[config.mk]
export PLATFORM = sky130hd
export DESIGN_NAME = tmds_serializer
export DESIGN_NICKNAME = d
export VERILOG_FILES = /design/src/rtl/hdmi_pkg.sv /design/src/rtl/tmds_shift_lane.sv /design/src/rtl/tmds_serializer.sv
export SDC_FILE = /design/constraint.sdc
export NUM_CORES = 1
export LEC_CHECK = 0
export BUFFER_PORTS_ARGS = -buffer_cell sky130_fd_sc_hd__buf_2
export CAP_MARGIN = 20
export CORE_UTILIZATION = 35
export DETAILED_ROUTE_END_ITERATION = 7
export PLACE_DENSITY_LB_ADDON = 0.08
export SYNTH_ARGS = -nofsm -noshare
export SYNTH_HDL_FRONTEND = slang
export SYNTH_SLANG_ARGS = --single-unit
[constraint.sdc]
create_clock -name clk -period 4.45 [get_ports clk]
set_clock_uncertainty 0.15 [all_clocks]
set_input_delay 0.2225 -clock clk [delete_from_list [all_inputs] [get_ports clk]]
set_output_delay 0.2225 -clock clk [all_outputs]
set_load 0.02 [all_outputs]
[src/rtl/hdmi_pkg.sv]
// Shared constants and types for the TMDS serializer: symbol width, idle and
// clock-lane patterns, FSM states and the RGB symbol triple.
package hdmi_pkg;
  localparam int SYM_W = 10;
  localparam logic [SYM_W-1:0] IDLE_SYM    = 10'b1101010100;
  // Sent LSB first, so the clock lane reads 1111100000 on the wire.
  localparam logic [SYM_W-1:0] CLK_PATTERN = 10'b0000011111;
  localparam logic [3:0]       LAST_PHASE  = 4'd9;

  typedef enum logic {S_IDLE, S_RUN} state_t;

  typedef struct packed {
    logic [SYM_W-1:0] red;
    logic [SYM_W-1:0] grn;
    logic [SYM_W-1:0] blu;
  } sym_triple_t;
endpackage

[src/rtl/tmds_shift_lane.sv]
// One serial lane: a 10-bit register that loads a symbol or shifts right,
// presenting bit 0 on the serial output.
module tmds_shift_lane
  import hdmi_pkg::*;
#(
  parameter logic [SYM_W-1:0] RESET_VAL = IDLE_SYM
) (
  input  logic             clk,
  input  logic             rst,
  input  logic             load,
  input  logic [SYM_W-1:0] load_val,
  output logic             ser
);

  logic [SYM_W-1:0] sr;

  always_ff @(posedge clk or posedge rst) begin
    if (rst)       sr <= RESET_VAL;
    else if (load) sr <= load_val;
    else           sr <= {1'b0, sr[SYM_W-1:1]};
  end

  assign ser = sr[0];

endmodule

[src/rtl/tmds_serializer.sv]
// TMDS serializer: one-deep holding register feeding three data lanes and a
// clock lane, with idle-symbol insertion and a sticky underflow flag.
module tmds_serializer
  import hdmi_pkg::*;
(
  input  logic             clk,
  input  logic             rst,
  input  logic             i_sym_valid,
  output logic             o_sym_ready,
  input  logic [SYM_W-1:0] i_sym_red,
  input  logic [SYM_W-1:0] i_sym_grn,
  input  logic [SYM_W-1:0] i_sym_blu,
  output logic             o_ser_red,
  output logic             o_ser_grn,
  output logic             o_ser_blu,
  output logic             o_ser_clk,
  output logic [3:0]       o_bit_phase,
  output logic             o_underflow,
  input  logic             i_clr_underflow
);

  logic [3:0]  phase;
  logic        load;
  logic        accept;
  logic        hold_full;
  sym_triple_t hold;
  sym_triple_t next_sym;
  state_t      state;
  state_t      state_nxt;
  logic        uf_set;

  assign load        = (phase == LAST_PHASE);
  assign o_sym_ready = !hold_full;
  assign accept      = i_sym_valid && o_sym_ready;
  assign o_bit_phase = phase;

  always_ff @(posedge clk or posedge rst) begin
    if (rst)       phase <= '0;
    else if (load) phase <= '0;
    else           phase <= phase + 4'd1;
  end

  // Accept only happens while empty, so accept-on-load refills and stays full.
  always_ff @(posedge clk or posedge rst) begin
    if (rst)         hold_full <= 1'b0;
    else if (accept) hold_full <= 1'b1;
    else if (load)   hold_full <= 1'b0;
  end

  always_ff @(posedge clk) begin
    if (accept) hold <= '{red: i_sym_red, grn: i_sym_grn, blu: i_sym_blu};
  end

  assign next_sym = hold_full ? hold : {IDLE_SYM, IDLE_SYM, IDLE_SYM};

  always_ff @(posedge clk or posedge rst) begin
    if (rst) state <= S_IDLE;
    else     state <= state_nxt;
  end

  always_comb begin
    state_nxt = state;
    if (state == S_IDLE && load && hold_full) state_nxt = S_RUN;
  end

  always_comb begin
    uf_set = 1'b0;
    if (state == S_RUN && load && !hold_full) uf_set = 1'b1;
  end

  always_ff @(posedge clk or posedge rst) begin
    if (rst)                  o_underflow <= 1'b0;
    else if (uf_set)          o_underflow <= 1'b1;
    else if (i_clr_underflow) o_underflow <= 1'b0;
  end

  tmds_shift_lane #(.RESET_VAL(IDLE_SYM)) u_lane_red (
    .clk(clk), .rst(rst), .load(load), .load_val(next_sym.red), .ser(o_ser_red)
  );
  tmds_shift_lane #(.RESET_VAL(IDLE_SYM)) u_lane_grn (
    .clk(clk), .rst(rst), .load(load), .load_val(next_sym.grn), .ser(o_ser_grn)
  );
  tmds_shift_lane #(.RESET_VAL(IDLE_SYM)) u_lane_blu (
    .clk(clk), .rst(rst), .load(load), .load_val(next_sym.blu), .ser(o_ser_blu)
  );
  tmds_shift_lane #(.RESET_VAL(CLK_PATTERN)) u_lane_clk (
    .clk(clk), .rst(rst), .load(load), .load_val(CLK_PATTERN), .ser(o_ser_clk)
  );

endmodule

==> summary.md <==
| Metric | Value |
|---|---|
| Minimum clock period | 2.32 ns |
| Synth cell count leaders | 55 x nand2_1, 30 x edfxtp_1, 22 x dfrtp_1 |
| Sequential share of the synthesized area | 0.761 |
| Clk_lat worst skew | 0.33 ns |
| DP Wirelength | 2460 um |
| Status | complete, no violations |
| Clock Path Buffers | 2 |
| Post-Syn Nets | 225 |
| Post-layout util | 0.475 |
| Antenna viol nets, final | 0 |
| Final nets | 303 |
| Die X | 88.1 um |
| Max-cap violations | 0 |
| Gpl congestion | 0.654 |
| GRT Util Overall | 0.131 |
| Clk slew on worst S/H paths | 0.07 ns |
| Post-DR wirelength/cell | 12.0 um |
| Area used by multi-input combinational logic | 509 um^2 |
| Most frequent cell after synthesis | nand2_1 |
| CP Data Arrival Time | 1.95 ns |
| Placed cell area | 2870 um^2 |
| Synthesis-to-finish area growth | 32.0% |
| P per Cell Area | 389 nW/um^2 |
| Setup TNS | 0 ns |
| Hold WS | 0.0225 ns |
| Critical path required time | 4.08 ns |
| Vias in the first global route | 1,613 |
| Wire length of the first global-routing pass | 7330 um |
| Crit-path cells | inv_1 -> buf_2 |
| RSZ-0062 raised after global routing | false |
| Largest net degree at the start of global routing | 43 |
| Hold Crit Class | in -> reg |
| P_leak | 1.48 nW |
| Grt ovf | 0 |
| CTS tree | built |
| Cells after Synth | 191 |
| H-tree depth | 3 |
| Final Hold Viols | 0 |
| # resized after CTS | 0 |
| Die ar. | 7770 um^2 |
| Final instance area | 3430 um^2 |
| Port Buffers | 43 |
| Cell area after synthesis | 2600 um^2 |
| Max stage delay cell, worst path | dfrtp_1 |
| Row count | 31 |
| Max-Slew Margin vs Limit | 0.422 |
| Yosys synthesis warning count | 0 |
| CTS sink cnt | 72 |
| Total wire length | 4490 um |
| Synth area leaders | edfxtp_1 35%, dfrtp_1 21%, dfstp_2 20% |
| CP Capture Type | output port |
| Share of the synthesized area in the top cell type | 0.347 |
| Via density per instance | 4.32 |
| Ys flop type | edfxtp_1 |
| Max-slew violation count | 0 |
| Cell taking the most area after synthesis | edfxtp_1 |
| 1st-iter DRT viols | 56 |
| Die Ht | 88.1 um |
| Critical path class | reg -> out |
| Fill cells | 699 |
| DRC errors left | 0 |
| Synth Register Bits | 72 |
| VDD IR max | 0.258 mV |
| Initial Utilization | 0.360 |
| Register area | 1980 um^2 |
| Distinct cell type count after synthesis | 23 |
| Final setup fails | 0 |
| First-pass iteration count of the detailed router | 4 |
| Setup WS pre-CTS | 2.34 ns |
| Startpoint Class | register |
| Routed via count | 1,610 |
| Slew of the pin with the lowest slew margin | 0.866 ns |
| R2R setup slack | 2.35 ns |
| I/O Pins | 44 |
| Crit Path Max Fanout | 20 |
| Mean area per synthesized cell | 13.6 um^2 |
| Root Buffer | clkbuf_8 |
| Post-synth EDFFs | 30 |
| Fmax | 430 MHz |
| CTS buffer count | 9 |
| Final setup margin | 2.13 ns |
| Diodes inserted | 0 |
| Share of layout cells above drive strength 1 | 0.314 |
| Fin crit share | 0.522 |
| Core Region | 7210 um^2 |
| Initial antenna violation count | 0 |
| Critical Path Max Stage Delay | 0.83 ns |
| Ys async rst share | 0.583 |
## area by class of cell
class,instances,share of cell area
Clock buffer,9,0.0361
Clock inverter,7,0.0321
Inverter,7,0.00985
Multi-Input combinational cell,102,0.149
Sequential cell,72,0.577
Tap cell,99,0.0361
Timing Repair Buffer,77,0.161
## worst max-delay path: cells and delay by family, from the launching register on
family | cells | cell delay (ns)
DFF | 1 | 0.83
buffers and inverters | 2 | 0.79
## routing by layer
metal	wire [um]	vias up	track usage
met1	1890	781	0.139
met5	0	-	0
met4	62	0	0.0484
met3	166	4	0.0537
li1	-	794	-
met2	2360	31	0.234
## cell families after synthesis
logic type	synth area share
buffers and inverters	0.0458
xor gates and xnor gates	0.00337
AOI/OAI and AO/OA	0.0535
DFF	0.761
muxes	0.00433
and+or+nand+nor	0.132
## power breakdown
part / internal (mW) / leakage, nW / switching, mW / total (mW)
Clock: 0.367 / 0.114 / 0.229 / 0.597
Sequential: 0.693 / 0.771 / 0.000202 / 0.694
Combinational: 0.0290 / 0.596 / 0.0154 / 0.0444
Total: 1.09 / 1.48 / 0.245 / 1.33
## repair_timing
item,4_1_cts,5_1_grt
buffers inserted,0,0
hold buffers,32,0
endpoints found under the setup margin,0,0
endpoints found under the hold margin,53,0
## through the flow
step	cells	total power, mW
6_report	373	1.33
5_1_grt	373	1.38
4_1_cts	373	1.35
3_5_place_dp	325	0.731
3_3_place_gp	325	0.730
2_1_floorplan	191	0.713
## layout by cell type, fill, tap and decap left out
cell | Yosys | layout
nand2_1 | 55 | 55
buf_2 | 5 | 43
dlygate4sd3_1 | 0 | 32
edfxtp_1 | 30 | 30
dfrtp_1 | 22 | 22
dfstp_2 | 20 | 20
nand3_1 | 15 | 15
o21ai_0 | 11 | 11
clkbuf_8 | 0 | 9
inv_1 | 6 | 5
nand2b_1 | 4 | 4
o21ai_1 | 3 | 3
o21a_1 | 3 | 3
bufinv_16 | 0 | 3
nor2_1 | 2 | 2
clkinv_1 | 0 | 2
buf_4 | 0 | 2
nand4bb_2 | 0 | 1
inv_8 | 1 | 1
xnor2_1 | 1 | 1
nor2b_1 | 2 | 1
mux2_2 | 1 | 1
nor2b_2 | 0 | 1
nor3_1 | 1 | 1
a221o_1 | 1 | 1
inv_2 | 0 | 1
o32ai_4 | 1 | 1
a21oi_2 | 1 | 1
clkinvlp_4 | 0 | 1
clkinv_2 | 0 | 1
## sequential cells by signal, summed over array words and instances, names as in the netlist
register	flops
hold	30
hold_full	1
o_bit_phase	4
o_underflow	1
state	1
u_lane_blu.sr	10
u_lane_clk.sr	5
u_lane_grn.sr	10
u_lane_red.sr	10
## path summary, 6_finish.rpt
| check | cells after the start | end | startpoint |
|---|---|---|---|
| max | 2 | o_sym_ready | hold_full |
| max in group asynchronous | 3 | u_lane_red.sr[7] | rst |
| min reg2reg | 2 | u_lane_grn.sr[8] | u_lane_grn.sr[9] |
| min in group asynchronous | 3 | u_lane_red.sr[0] | rst |
| min | 3 | hold_full | i_sym_valid |
| max reg2reg | 2 | hold[25] | hold_full |
Note: power is estimated with default switching activity, not from simulation.
